--- config.mk ---
export PLATFORM = sky130hd
export DESIGN_NAME = adder_arbiter
export DESIGN_NICKNAME = d
export VERILOG_FILES = /design/src/rtl/adder_arbiter.sv
export SDC_FILE = /design/constraint.sdc
export NUM_CORES = 1
export LEC_CHECK = 0
export ABC_AREA = 1
export ABC_CLOCK_PERIOD_IN_PS = 22200
export CAP_MARGIN = 20
export CORE_ASPECT_RATIO = 0.75
export CORE_MARGIN = 2
export CORE_UTILIZATION = 25
export DETAILED_ROUTE_END_ITERATION = 8
export GPL_TIMING_DRIVEN = 0
export PLACE_DENSITY_LB_ADDON = 0.3
export SYNTH_ARGS = -nofsm -noshare
export SYNTH_HDL_FRONTEND = slang
export SYNTH_SLANG_ARGS = --single-unit
--- constraint.sdc ---
create_clock -name clk -period 22.2 [get_ports clk]
set_input_delay 4.44 -clock clk [delete_from_list [all_inputs] [get_ports clk]]
set_output_delay 4.44 -clock clk [all_outputs]
set_load 0.005 [all_outputs]
--- src/rtl/adder_arbiter.sv ---
// adder_arbiter: round-robin sharing of one carry-skip adder among N requesters,
// with a single registered response channel that supports backpressure.

module adder #(
    parameter int B = 32,
    parameter int K = 4
) (
    input  logic [B-1:0] a,
    input  logic [B-1:0] b,
    input  logic         cin,
    output logic [B-1:0] sum,
    output logic         cout
);
    localparam int NB = (B + K - 1) / K;
    localparam int W  = NB * K;
    logic [W-1:0] ap, bp, p, g;
    logic [W:0]   c;
    assign ap = W'(a);
    assign bp = W'(b);
    assign p  = ap ^ bp;
    assign g  = ap & bp;
    // Ripple inside each K-bit block; a fully propagating block forwards its carry-in directly.
    always_comb begin
        c    = '0;
        c[0] = cin;
        for (int j = 0; j < NB; j++) begin
            for (int i = 0; i < K; i++)
                c[j*K+i+1] = g[j*K+i] | (p[j*K+i] & c[j*K+i]);
            if (&p[j*K +: K])
                c[j*K+K] = c[j*K];
        end
    end
    assign sum  = p[B-1:0] ^ c[B-1:0];
    assign cout = c[B];
endmodule

module adder_arbiter #(
    parameter int B   = 32,
    parameter int N   = 4,
    parameter int IDW = 2
) (
    input  logic           clk,
    input  logic           rst_n,
    input  logic [N-1:0]   req_valid,
    output logic [N-1:0]   req_ready,
    input  logic [N*B-1:0] req_a,
    input  logic [N*B-1:0] req_b,
    input  logic [N-1:0]   req_cin,
    input  logic [N-1:0]   req_sub,
    output logic           resp_valid,
    input  logic           resp_ready,
    output logic [IDW-1:0] resp_id,
    output logic [B-1:0]   resp_sum,
    output logic           resp_cout
);
    localparam logic [0:0] IDLE = 1'b0;
    localparam logic [0:0] HOLD = 1'b1;

    logic [0:0]     state;
    logic [IDW-1:0] ptr, grant, idx;
    logic           found, slot_free, accept, add_cout;
    logic [B-1:0]   add_a, add_b, add_sum;

    always_comb begin
        grant = '0;
        found = 1'b0;
        idx   = '0;
        for (int k = 0; k < N; k++) begin
            idx = IDW'((int'(ptr) + k) % N);
            if (!found && req_valid[idx]) begin
                grant = idx;
                found = 1'b1;
            end
        end
    end

    assign slot_free = (state == IDLE) | resp_ready;
    assign accept    = rst_n & slot_free & found;
    assign req_ready = accept ? (N'(1) << grant) : '0;

    assign add_a = req_a[grant*B +: B];
    assign add_b = req_sub[grant] ? ~req_b[grant*B +: B] : req_b[grant*B +: B];

    adder #(.B(B)) u_adder (
        .a   (add_a),
        .b   (add_b),
        .cin (req_sub[grant] | req_cin[grant]),
        .sum (add_sum),
        .cout(add_cout)
    );

    always_ff @(posedge clk or negedge rst_n) begin
        if (!rst_n) begin
            state     <= IDLE;
            ptr       <= '0;
            resp_sum  <= '0;
            resp_cout <= 1'b0;
            resp_id   <= '0;
        end else if (accept) begin
            state     <= HOLD;
            ptr       <= (grant == IDW'(N - 1)) ? '0 : grant + 1'b1;
            resp_sum  <= add_sum;
            resp_cout <= add_cout;
            resp_id   <= grant;
        end else if (resp_ready) begin
            state <= IDLE;
        end
    end

    assign resp_valid = (state == HOLD);
endmodule

==> impl_metrics.csv <==
group,metric,value,unit
clock_tree,clock-sinks,38,
drt,drc,0,
final_layout,finalNonFillerCells,1468,
grt,grt.overflow.total,0,
sta,fin_crit,21.52,ns
critical_path,worst_path_max_delay_cell,"clkdlybuf4s50_1",
critical_path,path_common_cell,"fa_2",
synthesis,synth_fp_nets,1183,
critical_path,arrival,21.71,ns
critical_path,r2r-start,"ptr[0]$_DFFE_PN0P_",
floorplanning,rows,47,
clock_tree,clk_latency,0.29,ns
floorplanning,fp.dieArea,23840,µm²
synthesis,synth_cells,844,
final_layout,area_delta_synth_final,69.26,%
drt,via_count,6842,
critical_path,cp.required,22.39,ns
clock_tree,cts_tree,"built",
grt,grt_pass1_vias,6924,
sta,setup-violations-final,0,
final_layout,final_common_cell,"nand2_1",
grt,grt_usage,22.14,%
critical_path,reg2reg_to,"resp_sum[31]$_DFFE_PN0P_",
floorplanning,io-pin-count,311,
synthesis,ys_types,29,
run_status,outcome,"complete, no violations",
drt,initialDrtViolationCount,339,
critical_path,setup.worst_path.start,"req_valid[3]",
clock_tree,ctsRootBufferMaster,"clkbuf_16",
sta,whs,0.4821,ns
placement,post-dp-hpwl,22.22,mm
final_layout,layout_common_cells,"nand2_1 (332), clkdlybuf4s50_1 (309), inv_1 (111)",
critical_path,crit_end,"resp_sum[31]$_DFFE_PN0P_",
clock_tree,cts_buffers,5,
synthesis,ys_ff_latch,38,
sta,final_hold_viol_count,0,
drt,wl,27.03,mm
sta,relSlewSlack,43.67,%
synthesis,yosysSeqAreaShare,16.82,%
grt,grt_pass1_wl,39.17,mm
critical_path,worstPathMaxFanout,11,
sta,slew_viol_final,0,
grt,grt_util_met2,37.49,%
critical_path,reg2regPathDepth,67,
synthesis,netlist_area,5653,µm²
placement,dpl.cell_count,1449,
synthesis,yosysWarnings,0,
sta,worst_slew_pin_slew,0.8450,ns
drt,wire_per_inst,18.41,µm
synthesis,avgSynthCellArea,6.698,µm²
floorplanning,start_util,25.57,%
hold_path,hold_class,"flop to flop",
final_layout,n_antenna_cell,0,
floorplanning,dieHeight,134.2,µm
grt,grt_max_degree,21,
placement,portBuffers,310,
grt,antenna_found_initial,0,
grt,grt_use_met3,6.009,%
sta,skew,0.009037,ns
sta,fmax,0.04647,GHz
critical_path,worstSetupStartpointType,"primary input",
critical_path,worst-setup-path-type,"primary input to flop",
critical_path,r2r_slack,4.75,ns
drt,drt_pass1_iterations,5,
placement,place_congestion,0.8599,
critical_path,max_stage_delay,0.47,ns
floorplanning,die_w,177.6,µm
clock_tree,path_clk_slew,0.07,ns
final_layout,drive_gt1_share,10.05,%
grt,busiest_layer,"met2",
clock_tree,ctsLongestPathBuffers,2,
grt,use_met1,27.87,%
sta,fin_crit_sh,96.94,%
run,maxCapViolCount,0,
drt,routed_via_density,4.661,
drt,drtAntennaViolNets,0,
clock_tree,htreeDepth,2,
critical_path,cp-end-kind,"flop",
final_layout,finalNetCount,1512,
floorplanning,coreArea,22110,µm²
sta,finalSetupTns,0,ns
registers in the layout (all words and copies together), names as in the netlist:
signal,flops
ptr,2
resp_sum,32
resp_valid,1
resp_id,2
resp_cout,1
how the worst min path moves through the flow:
stage	startpoint	to	slack, ns	depth (start not counted)
floorplan	resp_sum[0]$_DFFE_PN0P_	resp_sum[0]$_DFFE_PN0P_	0.47	2
global placement	resp_sum[31]$_DFFE_PN0P_	resp_sum[31]$_DFFE_PN0P_	0.46	2
detailed placement	resp_cout$_DFFE_PN0P_	resp_cout$_DFFE_PN0P_	0.47	2
CTS	resp_cout$_DFFE_PN0P_	resp_cout$_DFFE_PN0P_	0.48	2
global route	resp_sum[12]$_DFFE_PN0P_	resp_sum[12]$_DFFE_PN0P_	0.51	2
finish	resp_sum[22]$_DFFE_PN0P_	resp_sum[22]$_DFFE_PN0P_	0.48	2
worst max-delay path: cells and delay by family:
family | cells | cell delay [ns]
adders and majority gates | 32 | 12.39
buffers and inverters | 11 | 1.40
and+or+nand+nor | 21 | 3.05
AOI/OAI and AO/OA | 2 | 0.35
cells by family (layout without fill, tap and decap cells):
logic type / count (synthesis) / count (layout) / synth area share, %
adders and majority gates: 68 / 68 / 19.30
AOI/OAI and AO/OA: 136 / 136 / 16.89
and+or+nand+nor: 400 / 401 / 29.68
DFF: 38 / 38 / 16.82
buffers and inverters: 170 / 499 / 12.35
xor gates and xnor gates: 32 / 32 / 4.958
Yosys cell counts, drive strengths merged:
library cell	n	area, µm²
a21boi	1	7.510
a21oi	33	165.2
a32o	29	290.3
a32oi	33	289.0
and2	2	12.51
buf	39	201.4
clkbuf	14	52.55
dfrtp	38	950.9
fa	32	640.6
ha	36	450.4
inv	117	444.2
nand2	348	1339
nand3	21	170.2
nand4	11	68.82
nor2	14	62.56
o21ai	38	190.2
o22ai	2	12.51
or2	4	25.02
xor2	32	280.3
metal layers:
| layer | part of all wire [%] | wire length [µm] | vias to the layer above |
|---|---|---|---|
| li1 | - | - | 3344 |
| met1 | 43 | 11690 | 3199 |
| met2 | 46 | 12500 | 272 |
| met3 | 8.7 | 2353 | 27 |
| met4 | 1.8 | 493 | 0 |
| met5 | 0 | 0 | - |
per-stage QoR:
stage	utilization [%]	cell area, µm²	setup WS, ns
final	43.27	9568	0.6796
after global routing	43.27	9568	-0.003912
after CTS	42.86	9478	0.04262
after detailed placement	41.33	9139	-1.405
after global placement	41.26	9124	-1.304
after floorplan	-	5653	0.4408
cell type report:
type,instances,area [µm²]
buffer,52,337.8
clock buffer,6,138.9
clock inverter,2,12.51
fill,2295,12540
inverter,117,446.7
multi-input combinational,637,4113
sequential,38,950.9
tap,294,367.9
timing repair buffer,322,3201
timing repair:
action                     in CTS  in global routing
setup buffers                   6                  5
hold buffers                    0                  0
pin swaps                       3                  8
cloned                          1                  0
gates resized for setup        44                 22
setup endpoints to repair       4                  3
Power is left out: the tool's default activity adds up to more than one toggle a clock period on the data nets, which glitch-free logic cannot reach.
